[config.mk]
export PLATFORM = sky130hd
export DESIGN_NAME = matrix_input_loader_flat
export DESIGN_NICKNAME = d
export VERILOG_FILES = /design/src/rtl/matrix_input_loader_if.sv /design/src/rtl/matrix_input_loader.sv /design/src/flat_wrapper.sv
export SDC_FILE = /design/constraint.sdc
export NUM_CORES = 1
export LEC_CHECK = 0
export BUFFER_PORTS_ARGS = -buffer_cell sky130_fd_sc_hd__buf_2
export CORE_ASPECT_RATIO = 0.9
export CORE_UTILIZATION = 53
export CTS_CLUSTER_SIZE = 24
export DETAILED_ROUTE_END_ITERATION = 16
export PLACE_DENSITY_LB_ADDON = 0.12
export SKIP_LAST_GASP = 1
export SLEW_MARGIN = 10
export SYNTH_ARGS = -nofsm -noshare
export SYNTH_HDL_FRONTEND = slang
export SYNTH_SLANG_ARGS = --single-unit
export TNS_END_PERCENT = 1
[constraint.sdc]
create_clock -name clk -period 4.58 [get_ports clk]
set_input_delay 0.916 -clock clk [delete_from_list [all_inputs] [get_ports clk]]
set_output_delay 0.916 -clock clk [all_outputs]
set_load 0.1 [all_outputs]
[src/rtl/matrix_input_loader_if.sv]
// Read port between the matrix input loader and the input RAM.
// The loader drives the address and write enable; the RAM returns read data.
interface matrix_input_loader_if #(
    parameter int MEM_PORT_WIDTH = 32
);
    logic [31:0]               mem_addr;
    logic                      mem_wr_en;
    logic [MEM_PORT_WIDTH-1:0] mem_rd_data;

    modport master (
        output mem_addr,
        output mem_wr_en,
        input  mem_rd_data
    );

    modport slave (
        input  mem_addr,
        input  mem_wr_en,
        output mem_rd_data
    );
endinterface

[src/rtl/matrix_input_loader.sv]
// Loads the top and left systolic-array operands element by element from the
// input RAM, row-major, and presents them as packed matrices until consumed.
`ifndef ROWS
`define ROWS 2
`endif
`ifndef COLS
`define COLS 2
`endif
`ifndef WORD_SIZE
`define WORD_SIZE 8
`endif
`ifndef MEM_ACCESS_LATENCY
`define MEM_ACCESS_LATENCY 1
`endif
`ifndef MEM_PORT_WIDTH
`define MEM_PORT_WIDTH 32
`endif

module matrix_input_loader #(
    parameter int ROWS               = `ROWS,
    parameter int COLS               = `COLS,
    parameter int WORD_SIZE          = `WORD_SIZE,
    parameter int MEM_ACCESS_LATENCY = `MEM_ACCESS_LATENCY,
    parameter int MEM_PORT_WIDTH     = `MEM_PORT_WIDTH
) (
    input  logic                            clk,
    input  logic                            rst,
    input  logic                            load_start,
    input  logic [31:0]                     top_base_addr,
    input  logic [31:0]                     left_base_addr,
    input  logic                            consume,
    matrix_input_loader_if.master           mem,
    output logic [ROWS*COLS*WORD_SIZE-1:0]  top_matrix,
    output logic [ROWS*COLS*WORD_SIZE-1:0]  left_matrix,
    output logic                            inputs_rdy,
    output logic                            busy
);

    localparam int NUM_ELEMS = ROWS * COLS;
    localparam int MAT_W     = NUM_ELEMS * WORD_SIZE;
    localparam int K_W       = (NUM_ELEMS > 1) ? $clog2(NUM_ELEMS) : 1;
    localparam int LAT_W     = (MEM_ACCESS_LATENCY > 1) ? $clog2(MEM_ACCESS_LATENCY) : 1;
    localparam logic [K_W-1:0]   LAST_K   = K_W'(NUM_ELEMS - 1);
    localparam logic [LAT_W-1:0] LAST_LAT = LAT_W'(MEM_ACCESS_LATENCY - 1);

    typedef enum logic [2:0] {
        IDLE,
        ADDR,
        WAIT,
        CAPTURE,
        READY
    } state_t;

    state_t             state_q, state_d;
    logic [K_W-1:0]     k_q, k_d;
    logic               sel_q, sel_d;
    logic [LAT_W-1:0]   lat_q, lat_d;
    logic [31:0]        top_base_q, top_base_d;
    logic [31:0]        left_base_q, left_base_d;
    logic [31:0]        addr_q, addr_d;
    logic [MAT_W-1:0]   top_q, top_d;
    logic [MAT_W-1:0]   left_q, left_d;
    logic               rdy_q, rdy_d;
    logic               busy_q, busy_d;

    // Only the low WORD_SIZE bits of a RAM word carry an element.
    logic [MEM_PORT_WIDTH-1:0] rd_data;
    logic                      unused_rd_data;
    assign rd_data        = mem.mem_rd_data;
    assign unused_rd_data = ^rd_data;

    always_comb begin
        state_d     = state_q;
        k_d         = k_q;
        sel_d       = sel_q;
        lat_d       = lat_q;
        top_base_d  = top_base_q;
        left_base_d = left_base_q;
        addr_d      = addr_q;
        top_d       = top_q;
        left_d      = left_q;

        case (state_q)
            IDLE: begin
                if (load_start) begin
                    top_base_d  = top_base_addr;
                    left_base_d = left_base_addr;
                    k_d         = '0;
                    sel_d       = 1'b0;
                    state_d     = ADDR;
                end
            end
            ADDR: begin
                addr_d  = (sel_q ? left_base_q : top_base_q) + 32'(k_q);
                lat_d   = '0;
                state_d = WAIT;
            end
            WAIT: begin
                if (lat_q == LAST_LAT) begin
                    state_d = CAPTURE;
                end else begin
                    lat_d = lat_q + 1'b1;
                end
            end
            CAPTURE: begin
                if (sel_q) begin
                    left_d[k_q*WORD_SIZE +: WORD_SIZE] = rd_data[WORD_SIZE-1:0];
                end else begin
                    top_d[k_q*WORD_SIZE +: WORD_SIZE] = rd_data[WORD_SIZE-1:0];
                end
                if (k_q != LAST_K) begin
                    k_d     = k_q + 1'b1;
                    state_d = ADDR;
                end else if (!sel_q) begin
                    k_d     = '0;
                    sel_d   = 1'b1;
                    state_d = ADDR;
                end else begin
                    state_d = READY;
                end
            end
            READY: begin
                if (consume) begin
                    state_d = IDLE;
                end
            end
            default: state_d = IDLE;
        endcase

        // Status flags are registered alongside the state they describe.
        busy_d = (state_d == ADDR) || (state_d == WAIT) || (state_d == CAPTURE);
        rdy_d  = (state_d == READY);
    end

    always_ff @(posedge clk or negedge rst) begin
        if (!rst) begin
            state_q     <= IDLE;
            k_q         <= '0;
            sel_q       <= 1'b0;
            lat_q       <= '0;
            top_base_q  <= '0;
            left_base_q <= '0;
            addr_q      <= '0;
            top_q       <= '0;
            left_q      <= '0;
            rdy_q       <= 1'b0;
            busy_q      <= 1'b0;
        end else begin
            state_q     <= state_d;
            k_q         <= k_d;
            sel_q       <= sel_d;
            lat_q       <= lat_d;
            top_base_q  <= top_base_d;
            left_base_q <= left_base_d;
            addr_q      <= addr_d;
            top_q       <= top_d;
            left_q      <= left_d;
            rdy_q       <= rdy_d;
            busy_q      <= busy_d;
        end
    end

    assign mem.mem_addr  = addr_q;
    assign mem.mem_wr_en = 1'b0;
    assign top_matrix    = top_q;
    assign left_matrix   = left_q;
    assign inputs_rdy    = rdy_q;
    assign busy          = busy_q;

endmodule

[src/flat_wrapper.sv]
// flat-port wrapper written by rule: the top's interface ports become plain ports
module matrix_input_loader_flat 
#(
    parameter int ROWS               = `ROWS,
    parameter int COLS               = `COLS,
    parameter int WORD_SIZE          = `WORD_SIZE,
    parameter int MEM_ACCESS_LATENCY = `MEM_ACCESS_LATENCY,
    parameter int MEM_PORT_WIDTH     = `MEM_PORT_WIDTH
)
  (clk, rst, load_start, top_base_addr, left_base_addr, consume, top_matrix, left_matrix, inputs_rdy, busy, mem_mem_addr, mem_mem_wr_en, mem_mem_rd_data);
  matrix_input_loader_if #(.MEM_PORT_WIDTH(MEM_PORT_WIDTH)) mem_i ();
  input  logic clk;
  input  logic rst;
  input  logic load_start;
  input  logic [31:0] top_base_addr;
  input  logic [31:0] left_base_addr;
  input  logic consume;
  output logic [ROWS*COLS*WORD_SIZE-1:0] top_matrix;
  output logic [ROWS*COLS*WORD_SIZE-1:0] left_matrix;
  output logic inputs_rdy;
  output logic busy;
  output wire logic [$bits(mem_i.mem_addr)-1:0] mem_mem_addr;
  output wire logic [$bits(mem_i.mem_wr_en)-1:0] mem_mem_wr_en;
  input wire logic [$bits(mem_i.mem_rd_data)-1:0] mem_mem_rd_data;
  assign mem_mem_addr = mem_i.mem_addr;
  assign mem_mem_wr_en = mem_i.mem_wr_en;
  assign mem_i.mem_rd_data = mem_mem_rd_data;
  matrix_input_loader #(.ROWS(ROWS), .COLS(COLS), .WORD_SIZE(WORD_SIZE), .MEM_ACCESS_LATENCY(MEM_ACCESS_LATENCY), .MEM_PORT_WIDTH(MEM_PORT_WIDTH)) u_core (.clk(clk), .rst(rst), .load_start(load_start), .top_base_addr(top_base_addr), .left_base_addr(left_base_addr), .consume(consume), .mem(mem_i), .top_matrix(top_matrix), .left_matrix(left_matrix), .inputs_rdy(inputs_rdy), .busy(busy));
endmodule
==> impl_metrics.json <==
{
  "drc": 0,
  "synthTopCellsByArea": "dfrtp_1, mux2_2, nand2_1, o21ai_0, mux2i_1",
  "layout.nets": 989,
  "drive_gt1_frac": 0.326,
  "crit_arrival_ps": 3720,
  "async_flop_share": 1.00,
  "ys.warnings.count": 0,
  "clock_sinks": 168,
  "crit_type": "reg2reg",
  "max_cap_violations": 0,
  "io_pins": 199,
  "grt_overflow_total": 0,
  "min_to": "u_core.top_matrix[31]$_DFFE_PN0P_",
  "final.setup.tns_ps": 0,
  "syn-instance-count": 716,
  "root_buffer": "clkbuf_16",
  "grt_max_degree": 95,
  "hpwlAfterDp_um": 13300,
  "rows": 41,
  "cts_resized": 0,
  "reg2reg_from": "u_core.sel_q$_DFFE_PN0P_",
  "vias_per_cell": 5.59,
  "vias": 6066,
  "synth_edf_count": 0,
  "place_congestion": 0.817,
  "cp_slowest_cell": "dfrtp_2",
  "rrSetupSlack_ps": 1180,
  "regArea_mm2": 0.00421,
  "outcome": "complete, no violations",
  "grtUsageTotal": 0.264,
  "htree_levels": 4,
  "hold_path_class": "reg2reg",
  "hold_violations": 0,
  "die-width_um": 129,
  "grt_pass1_wl_um": 30000,
  "grt_pass1_vias": 5921,
  "drt-initial-drc-count": 381,
  "start_kind": "flip-flop",
  "rsz0062_at_grt": "no",
  "clk_pin_slew_ps": 60,
  "avgRoutedWirePerCell_um": 17.2,
  "tightest_slew_ps": 1060,
  "finalCritPeriodShare": 0.742,
  "synth_seq_area_share": 0.547,
  "coreArea_mm2": 0.0141,
  "r2r-end": "u_core.mem.mem_addr[28]$_DFFE_PN0P_",
  "die_area_mm2": 0.0150,
  "multiInputGateArea_mm2": 0.00330,
  "cts_buffer_depth": 2,
  "slowest_delay_ps": 700,
  "cp_cell_sequence": "mux2_2 -> ha_1 -> inv_1 -> fa_1 -> a221oi_2 -> nand3_1 -> o21a_1 -> o31ai_1",
  "num-fill-cells": 1166,
  "cts_hold_buf": 0,
  "fmax_mhz": 294,
  "final_max_slew_viol_count": 0,
  "start_util": 0.544,
  "reg2reg_depth": 8,
  "clk_latency_ps": 430,
  "routed_wirelength_um": 18700,
  "hold_start": "u_core.top_matrix[31]$_DFFE_PN0P_",
  "syn_area_per_cell_um2": 10.7,
  "synthFlopType": "dfrtp_1",
  "yosysTopAreaCellShare": 0.547,
  "clock_skew_ps": 9.83,
  "postCtsSetupBuffers": 0,
  "netlist_area_mm2": 0.00768,
  "ys_types": 53,
  "dr.pass1.iters": 5,
  "synth_area_leader_cell": "dfrtp_1",
  "areaGrowthSynthToFinish_pct": 21.7,
  "worst_setup_path_end_kind": "flip-flop",
  "ant_nets": 0,
  "ys_ff_latch": 168,
  "port_buffers": 173,
  "die_h_um": 116,
  "cp_data_required_time_ps": 4900,
  "maxSlewHeadroom": 0.295,
  "grt_antenna_before_repair": 1,
  "setup_violations": 0,
  "critPathMaxFanout": 24,
  "cts_buffers": 17,
  "hold_depth": 2,
  "min_period_ps": 3400,
  "synthesis.nets": 825,
  "cts_tree": "done"
}
## cells by family after synthesis
group | after synthesis | share of synthesized area
XOR/XNOR | 17 | 0.0194
AO/OA/AOI/OAI | 136 | 0.105
AND/OR/NAND/NOR | 249 | 0.154
other | 1 | 0.000488
multiplexers | 94 | 0.134
adder cells (fa/ha/maj) | 9 | 0.0156
buffers and inverters | 42 | 0.0246
flip-flops | 168 | 0.547
## Yosys cell counts (6+ instances only)
master	instances
dfrtp_1	168
nand2_1	153
o21ai_0	86
mux2_2	71
nand3_1	29
mux2i_1	23
clkbuf_1	22
nand3b_1	13
o31ai_1	11
nor2_1	10
xnor2_1	10
a21oi_1	8
ha_1	8
nand4_1	8
buf_2	7
xor2_1	7
a22oi_1	6
inv_1	6
nor3_1	6
## critical path: cells and delay by family (launching register included)
family          cells  cell delay (ps)
fa+ha+maj           2              610
flops               1              700
simple gates        1              530
buf+inv             1               60
compound gates      3             1140
mux                 1              260
## final cells by class
class | count | share of cell area
clock buffer | 19 | 0.0474
antenna | 1 | 0.000268
clock inverter | 12 | 0.0214
sequential | 168 | 0.450
inverter | 6 | 0.00241
tap | 193 | 0.0258
timing repair buffer | 181 | 0.0997
multi-input combinational | 506 | 0.353
## registers in the layout, summed over array words and instances (netlist names)
signal               flops
u_core.left_base_q      32
u_core.left_matrix      32
u_core.mem.mem_addr     32
u_core.top_base_q       32
u_core.top_matrix       32
u_core.state_q           3
u_core.k_q               2
u_core.busy              1
u_core.inputs_rdy        1
u_core.sel_q             1
## layer usage
layer  GRT usage  wire, um
met1       0.368      8540
met2       0.408      8740
met3      0.0637      1140
met4      0.0886       259
met5           0         0
## stage by stage
stage | utilization | cell area (um2) | worst slack, ps | std cells | hold WS [ps]
after global routing | 0.663 | 9350 | 985 | 1086 | 504
after detailed placement | 0.617 | 8700 | 1230 | 1054 | 461
after global placement | 0.617 | 8700 | 1380 | 1054 | 455
final | 0.663 | 9350 | 1180 | 1086 | 470
after floorplan | - | 7680 | 1080 | 716 | 475
after CTS | 0.662 | 9340 | 1210 | 1085 | 474
## worst max path at each step
stage | cells past startpoint | startpoint | end | slack [ps]
finish | 8 | u_core.sel_q$_DFFE_PN0P_ | u_core.mem.mem_addr[28]$_DFFE_PN0P_ | 1180
global route | 8 | u_core.sel_q$_DFFE_PN0P_ | u_core.mem.mem_addr[28]$_DFFE_PN0P_ | 990
CTS | 8 | u_core.sel_q$_DFFE_PN0P_ | u_core.mem.mem_addr[28]$_DFFE_PN0P_ | 1210
detailed placement | 8 | u_core.sel_q$_DFFE_PN0P_ | u_core.mem.mem_addr[26]$_DFFE_PN0P_ | 1230
global placement | 8 | u_core.sel_q$_DFFE_PN0P_ | u_core.mem.mem_addr[22]$_DFFE_PN0P_ | 1380
floorplan | 14 | u_core.sel_q$_DFFE_PN0P_ | u_core.mem.mem_addr[31]$_DFFE_PN0P_ | 1080
## cells in the final DEF, fill, tap and decap left out, types with 3 or more instances in the layout
| cell | count |
|---|---|
| clkinvlp_4 | 3 |
| mux2_2 | 71 |
| bufinv_16 | 5 |
| nand3_1 | 29 |
| nor3_1 | 6 |
| nand2_1 | 153 |
| buf_2 | 172 |
| mux2i_1 | 23 |
| dfrtp_1 | 167 |
| nor2_1 | 10 |
| o21ai_0 | 86 |
| a21oi_1 | 8 |
| buf_4 | 8 |
| o211ai_1 | 3 |
| xor2_1 | 7 |
| or4_1 | 4 |
| o21a_1 | 4 |
| a22oi_1 | 6 |
| nor4_1 | 3 |
| o31a_1 | 3 |
| o31ai_1 | 11 |
| xnor2_1 | 10 |
| nand4b_1 | 3 |
| a31oi_1 | 4 |
| ha_1 | 8 |
| clkbuf_16 | 17 |
| nand3b_1 | 13 |
| nand4_1 | 8 |
| and4_1 | 3 |
| nor3b_1 | 4 |
| inv_1 | 6 |
Power is left out: the tool's default activity adds up to more than one toggle a clock period on the data nets, which glitch-free logic cannot reach.
